===== config.mk =====
export PLATFORM = sky130hd
export DESIGN_NAME = uart_rx_frame_check
export DESIGN_NICKNAME = d
export VERILOG_FILES = /design/src/rtl/uart_pkg.sv /design/src/rtl/uart_sat_counter.sv /design/src/rtl/uart_rx_frame_check.sv
export SDC_FILE = /design/constraint.sdc
export NUM_CORES = 1
export LEC_CHECK = 0
export CORE_MARGIN = 1.5
export CORE_UTILIZATION = 55
export CTS_BUF_LIST = sky130_fd_sc_hd__clkbuf_4
export CTS_CLUSTER_SIZE = 16
export DETAILED_ROUTE_END_ITERATION = 8
export PLACE_DENSITY = 0.87
export SLEW_MARGIN = 20
export SYNTH_ARGS = -nofsm -noshare
export SYNTH_HDL_FRONTEND = slang
export SYNTH_SLANG_ARGS = --single-unit

===== constraint.sdc =====
create_clock -name clk -period 2.6 [get_ports clk]
set_clock_uncertainty 0.2 [all_clocks]
set_input_delay 0.78 -clock clk [delete_from_list [all_inputs] [get_ports clk]]
set_output_delay 0.78 -clock clk [all_outputs]
set_load 0.03 [all_outputs]

===== src/rtl/uart_pkg.sv =====
// UART RX shared types: parity modes, frame FSM states
// and the expected-parity helper.
package uart_pkg;

  localparam logic [1:0] PAR_EVEN  = 2'b00;
  localparam logic [1:0] PAR_ODD   = 2'b01;
  localparam logic [1:0] PAR_MARK  = 2'b10;
  localparam logic [1:0] PAR_SPACE = 2'b11;

  typedef enum logic [1:0] {
    IDLE,
    DATA,
    PARITY,
    STOP
  } rx_state_t;

  function automatic logic par_expect(
    input logic [1:0] ptype,
    input logic       xor_data
  );
    logic e;
    e = 1'b0;
    unique case (ptype)
      PAR_EVEN:  e = xor_data;
      PAR_ODD:   e = ~xor_data;
      PAR_MARK:  e = 1'b1;
      PAR_SPACE: e = 1'b0;
      default:   e = 1'b0;
    endcase
    return e;
  endfunction

endpackage


===== src/rtl/uart_sat_counter.sv =====
// Saturating event counter with synchronous clear;
// clear beats increment.
module uart_sat_counter #(
  parameter int CNT_WIDTH = 16
) (
  input  logic                 clk,
  input  logic                 rst_n,
  input  logic                 inc,
  input  logic                 clr,
  output logic [CNT_WIDTH-1:0] cnt
);

  always_ff @(posedge clk or negedge rst_n) begin
    if (!rst_n) begin
      cnt <= '0;
    end else if (clr) begin
      cnt <= '0;
    end else if (inc && (cnt != '1)) begin
      cnt <= cnt + CNT_WIDTH'(1);
    end
  end

endmodule


===== src/rtl/uart_rx_frame_check.sv =====
// UART RX frame assembler/checker: LSB-first data,
// parity and stop checks, held valid/ready output.
module uart_rx_frame_check
  import uart_pkg::*;
#(
  parameter int DATA_WIDTH = 8,
  parameter int STOP_BITS  = 1,
  parameter int CNT_WIDTH  = 16
) (
  input  logic                  clk,
  input  logic                  rst_n,
  input  logic                  cfg_par_en,
  input  logic [1:0]            cfg_par_type,
  input  logic                  start_stb,
  input  logic                  bit_stb,
  input  logic                  bit_val,
  output logic [DATA_WIDTH-1:0] out_data,
  output logic                  out_par_err,
  output logic                  out_stop_err,
  output logic                  out_valid,
  input  logic                  out_ready,
  output logic                  overrun,
  output logic                  busy,
  input  logic                  clr_cnt,
  output logic [CNT_WIDTH-1:0]  par_err_cnt,
  output logic [CNT_WIDTH-1:0]  stop_err_cnt
);

  localparam int BW = $clog2(DATA_WIDTH + 1);

  rx_state_t state, state_nxt;

  logic [BW-1:0]         bit_cnt;
  logic [DATA_WIDTH-1:0] shreg;
  logic                  par_acc;
  logic                  par_en_q;
  logic [1:0]            par_type_q;
  logic                  par_err_q;
  logic                  stop_err_q;
  logic                  stop_idx;
  logic                  data_last;
  logic                  stop_last;
  logic                  done;
  logic                  fin_par_err;
  logic                  fin_stop_err;

  assign data_last = bit_stb && (bit_cnt == BW'(DATA_WIDTH - 1));
  assign stop_last = bit_stb && ((STOP_BITS == 1) || stop_idx);

  // Final flags include the stop bit being sampled this cycle.
  assign fin_stop_err = stop_err_q | ~bit_val;
  assign fin_par_err  = par_en_q & par_err_q;

  always_ff @(posedge clk or negedge rst_n) begin
    if (!rst_n) state <= IDLE;
    else        state <= state_nxt;
  end

  always_comb begin
    state_nxt = state;
    unique case (state)
      IDLE:    if (start_stb) state_nxt = DATA;
      DATA:    if (data_last)
                 state_nxt = par_en_q ? PARITY : STOP;
      PARITY:  if (bit_stb) state_nxt = STOP;
      STOP:    if (stop_last) state_nxt = IDLE;
      default: state_nxt = IDLE;
    endcase
  end

  always_comb begin
    busy = (state != IDLE);
    done = (state == STOP) && stop_last;
  end

  always_ff @(posedge clk or negedge rst_n) begin
    if (!rst_n) begin
      bit_cnt    <= '0;
      shreg      <= '0;
      par_acc    <= 1'b0;
      par_en_q   <= 1'b0;
      par_type_q <= PAR_EVEN;
      par_err_q  <= 1'b0;
      stop_err_q <= 1'b0;
      stop_idx   <= 1'b0;
    end else begin
      unique case (state)
        IDLE: if (start_stb) begin
          par_en_q   <= cfg_par_en;
          par_type_q <= cfg_par_type;
          bit_cnt    <= '0;
          par_acc    <= 1'b0;
          par_err_q  <= 1'b0;
          stop_err_q <= 1'b0;
          stop_idx   <= 1'b0;
        end
        DATA: if (bit_stb) begin
          shreg   <= {bit_val, shreg[DATA_WIDTH-1:1]};
          par_acc <= par_acc ^ bit_val;
          bit_cnt <= bit_cnt + BW'(1);
        end
        PARITY: if (bit_stb) begin
          par_err_q <= par_expect(par_type_q, par_acc)
                       ^ bit_val;
        end
        STOP: if (bit_stb) begin
          stop_err_q <= fin_stop_err;
          stop_idx   <= 1'b1;
        end
        default: ;
      endcase
    end
  end

  // A held, unaccepted frame wins; the new one is dropped.
  always_ff @(posedge clk or negedge rst_n) begin
    if (!rst_n) begin
      out_valid    <= 1'b0;
      out_data     <= '0;
      out_par_err  <= 1'b0;
      out_stop_err <= 1'b0;
      overrun      <= 1'b0;
    end else begin
      overrun <= done & out_valid & ~out_ready;
      if (done && (!out_valid || out_ready)) begin
        out_valid    <= 1'b1;
        out_data     <= shreg;
        out_par_err  <= fin_par_err;
        out_stop_err <= fin_stop_err;
      end else if (out_valid && out_ready) begin
        out_valid <= 1'b0;
      end
    end
  end

  uart_sat_counter #(
    .CNT_WIDTH(CNT_WIDTH)
  ) u_par_cnt (
    .clk  (clk),
    .rst_n(rst_n),
    .inc  (done & fin_par_err),
    .clr  (clr_cnt),
    .cnt  (par_err_cnt)
  );

  uart_sat_counter #(
    .CNT_WIDTH(CNT_WIDTH)
  ) u_stop_cnt (
    .clk  (clk),
    .rst_n(rst_n),
    .inc  (done & fin_stop_err),
    .clr  (clr_cnt),
    .cnt  (stop_err_cnt)
  );

endmodule


==> Yosys cells after proc, flatten, opt, wreduce, memory -nomap -nowiden <==
Cells that the tools add are included.
{ "totals": {"mem_count": 0, "latch_bits": 0, "rom_bits": 0, "inputBits": 10, "regBits": 64, "mem_bits_rw": 0, "out_inout_bits": 45} }
{ "op_classes": {"bitwise": 11, "n_eq_ne": 14, "n_div": 0, "muxes": 25, "n_lt_le_gt_ge": 0, "add_sub_neg": 3, "multipliers": 0, "n_reduce_logical": 23, "shift": 0} }
{ "ops": {"columns": ["cell", "n"], "rows": [
  ["2-to-1 mux 16 bit", 4],
  ["adder 16 x 1 -> 16 bit, second input constant", 2],
  ["inequality test 16 bit, second input constant", 2],
  ["nonzero test 2 bit", 7],
  ["inequality test 2 bit, second input constant", 5],
  ["2-to-1 mux 1 bit", 9],
  ["AND reduction 3 bit", 3],
  ["== test 2 bit, second input constant", 4],
  ["2-to-1 mux 2 bit", 4],
  ["2-to-1 mux 4 bit", 2],
  ["case mux 2 bit (4 select lines)", 1],
  ["case mux 4 bit (2 select lines)", 1],
  ["logical AND 1 bit", 6],
  ["case mux 1 bit (2 select lines)", 3],
  ["bitwise AND 1 bit", 5],
  ["adder 4 x 1 -> 4 bit, second input constant", 1],
  ["== test 2 x 1 -> 1 bit, second input constant", 2],
  ["== test 4 x 3 -> 1 bit, second input constant", 1],
  ["zero test 2 bit", 2],
  ["case mux 1 bit (4 select lines)", 1],
  ["AND reduction 2 bit", 2],
  ["AND reduction 4 bit", 1],
  ["NOT 1 bit", 3],
  ["bitwise XOR 1 bit", 2],
  ["3 further kinds", 3]
]} }

==> Longest topological paths before layout <==
{ "depth": {"ltp_word": 7, "depth_mapped": 7, "depth_no_buf": 6} }

==> By module <==
A second synthesis with hierarchy kept.
{ "hier_totals": {"hier_cells": 331, "area_unflattened_um2": 3438.3} }
{ "by_module_without_submodules": {"columns": ["module", "n_inst", "area_each_um2", "cells_each", "seq_area_each_um2"], "rows": [
  ["uart_sat_counter", 2, 942.2, 98, 400.4],
  ["uart_rx_frame_check", 1, 1554.0, 135, 800.8]
]} }

==> Worst setup path before layout <==
No wires, ideal clock.
{ "synth_timing": {"kind": "input port to flip-flop", "startpoint": "input bit_stb", "endpoint": "register u_stop_cnt.cnt[11]", "setup_slack_ps": 168, "path_buffers": 2, "stages": 6, "setup_ps": 128, "required_time_ps": 2272, "t_arrival_ps": 2104, "path_cell_list": "buf_4 > nand2_2 > or3b_1 > buf_6 > nor4_1 > mux2_1"} }
{ "synth_between": {"elab_chain_len": 4} }
{ "synth_lines": {"columns": ["element", "line_no", "source"], "rows": [
  ["from (decl)", "uart_rx_frame_check.sv:15", "input logic bit_stb,"],
  ["logical AND 1 bit", "uart_rx_frame_check.sv:73", "done = (state == STOP) && stop_last;"],
  ["bitwise AND 1 bit", "uart_rx_frame_check.sv:151", ".inc (done & fin_stop_err),"],
  ["logical AND 1 bit", "uart_sat_counter.sv:18", "end else if (inc && (cnt != '1)) begin"],
  ["nonzero test 2 bit (no source line)", null, null],
  ["to (signal assigned)", "uart_sat_counter.sv:19", "cnt <= cnt + CNT_WIDTH'(1);"],
  ["to (decl)", "uart_sat_counter.sv:10", "output logic [CNT_WIDTH-1:0] cnt"]
]} }
Every way passes these cells.
A chain may end at the register's enable or synchronous reset.

==> Worst setup path after layout <==
{ "layout_timing": {"startpoint": "register u_par_cnt.cnt[7]", "endpoint": "output par_err_cnt[7]"} }
{ "layout_rtl": {"columns": ["element", "line_no", "source"], "rows": [
  ["from (decl)", "uart_sat_counter.sv:10", null],
  ["from (signal assigned)", "uart_sat_counter.sv:19", null],
  ["to (decl)", "uart_rx_frame_check.sv:25", "output logic [CNT_WIDTH-1:0] par_err_cnt,"]
]} }
No word-level cell between the ends.

==> reports/results.ini <==
[synth]
synth-edff-count = 0
syn_inst = 353
synth_nets = 371
syn_area_per_cell_sq_um = 9.58
ys_types = 49
synth_area_leaders = dfrtp_1 (47%), nand2_1 (5.1%), mux2_2 (5.0%)
yosysMostFrequentCell = dfrtp_1
synth.top_cell.area_share_pct = 47.4
ys_ff_latch = 64
synth_seq_area_share_pct = 47.4
synth_area_sq_um = 3380
synth_common_cells = dfrtp_1 (64), nand2_1 (46), a21oi_1 (22), nand3_1 (20), nor2_1 (19)
synth_area_leader_cell = dfrtp_1
ys_async_sr_fraction_pct = 100
synth_flop_cell = dfrtp_1
yosys_warnings = 0

[drt]
first_pass_iters = 4
viasPerCell = 5.92
num_vias = 2980
drc = 0
routed_wl_microns = 7620
drtAntennaViolNets = 0
wl_per_cell_microns = 15.2
drt-initial-drc-count = 227

[cts]
root_buffer = clkbuf_4
cts_made_buffers = 9
cts_hold_buf = 0
clk_pin_slew_worst_paths_ns = 0.12
clockBufferDepth = 2
h-tree-depth = 3
cts_sinks = 64
insertion_delay_ns = 0.41
cts_tree = built

[power]
cellPowerDensity_nw_per_um2 = 709
ir_worst_vdd_mv = 0.594
leakagePower_nw = 1.98

[timing]
maxSlewViolCount = 0
finalSetupViolCount = 0
worst_slew_pin_slew_ns = 0.424
hold_viol = 0
layout_setup_ws_ns = 0.0359
post-route-period-util_pct = 98.6
relSlewSlack_pct = 71.6
fmax_mhz = 390
period_needed_ns = 2.56

[job]
maxCapViolations = 0

[critical_path]
crit_chain = clkdlybuf4s50_1
crit_fanout = 6
critPathSlowestCell = clkdlybuf4s50_1
arrival_ns = 1.58
r2r_slack_ns = 0.18
required_ns = 1.62
crit_type = flip-flop to output pin
cpPeakStageDelay_ns = 0.71
end_kind = output pin
startpoint_type = flip-flop
critical_path.top_delay_family = buffers and inverters
path_buf_inv = 1

[hold_path]
hold_path_class = primary input to async pin

[grt]
antenna_found_initial = 0
grt_pass1_vias = 2880
grt_max_degree = 65
gr-total-overflow = 0
grt_use_total_pct = 25.0
grt_pass1_wl_microns = 12800

[placement]
port_buffers = 54
place_ws_ns = -0.449
globalplace.congestion = 0.822
dp_hpwl_microns = 5240
dpl.cell_count = 487

[floorplan]
row_count = 28
core_sq_um = 5920
dieArea_sq_um = 6630
pin_count = 55
initial_core_util_pct = 57.1
die_x_microns = 81.4
die_h_microns = 81.4

[outcome]
outcome = complete, no violations

[final_layout]
nets = 441
antennaDiodeCount = 0
fin_cells = 503
drive_gt1_share_pct = 14.7
area_delta_synth_final_pct = 26.7

## worst paths after layout
path                                  start  cells after the start                 end
max                        u_par_cnt.cnt[7]                      1      par_err_cnt[7]
min                                   rst_n                      2   u_par_cnt.cnt[10]
max reg2reg                        state[0]                      6  u_stop_cnt.cnt[11]
min reg2reg                        shreg[0]                      2         out_data[0]
max in group asynchronous             rst_n                      2             par_acc
min in group clk                   shreg[0]                      2         out_data[0]
## what timing repair did
action | in CTS | in global routing
gates resized for setup | 6 | 15
buffers inserted | 0 | 0
setup endpoints to repair | 4 | 14
## metal layers
metal	global-route usage [%]	up-vias	wire, microns
met2	40.9	85	3680
met1	32.0	1437	3400
li1	-	1442	-
met4	11.4	0	130
met5	0	-	0
met3	4.78	16	404
## state kept, by name (all words and copies together), names as in the netlist, 2 cells and up
register,flops
par_type_q,2
state,2
out_data,8
u_par_cnt.cnt,16
bit_cnt,4
shreg,8
u_stop_cnt.cnt,16
## cell usage in the layout, fill, tap and decap left out, types with 3 or more instances in the layout
cell type	netlist	final
a21oi_1	22	22
a31oi_1	3	3
and3_1	4	4
and4_1	5	5
buf_4	1	18
clkbuf_4	0	10
clkdlybuf4s50_1	0	38
dfrtp_1	64	64
dlymetal6s2s_1	0	12
ha_1	8	8
inv_1	11	11
mux2_1	3	3
mux2_2	15	15
nand2_1	46	46
nand2b_1	3	3
nand3_1	20	20
nand4_1	11	11
nor2_1	19	19
nor2b_1	9	9
nor3_1	6	6
nor4_1	7	6
nor4_2	2	3
o21ai_0	17	17
o31ai_1	11	11
or3_1	11	11
or4_1	7	7
## through the flow
step                utilization [%]  power (mW)  instance area [sq um]  setup TNS, ns  hold WS [ns]
floorplan                         -        1.99                   3380              0         0.233
global placement               69.5        2.33                   4120          -4.37         0.252
finish                         72.4        3.04                   4290              0         0.148
detailed placement             69.5        2.38                   4120          -5.34         0.261
CTS                            71.9        3.05                   4260              0         0.163
global route                   72.4        3.22                   4290        -0.0174         0.178
## cell type report
cell class                 count  area (sq um)
clock buffer                  10          75.1
clock inverter                 6          60.1
fill                         426          1640
inverter                      11          41.3
multi-input combinational    263          1680
sequential                    64          1600
tap                           75          93.8
timing repair buffer          74           733
## logic make-up (layout without fill, tap and decap cells)
group	count (synthesis)	after routing	synth area share (%)
flops	64	64	47.4
fa+ha+maj	8	8	2.96
simple gates	165	165	26.8
buf+inv	26	101	3.33
mux	18	18	5.99
xor+xnor	2	2	0.518
compound gates	70	70	13.0
## where the power goes
part           total, mW  leakage [nW]  switching (mW)  internal [mW]
combinational       1.02          1.05           0.579          0.444
clock              0.678        0.0738           0.379          0.299
sequential          1.34         0.865           0.153           1.18
Power figures use the tool's default switching activity.
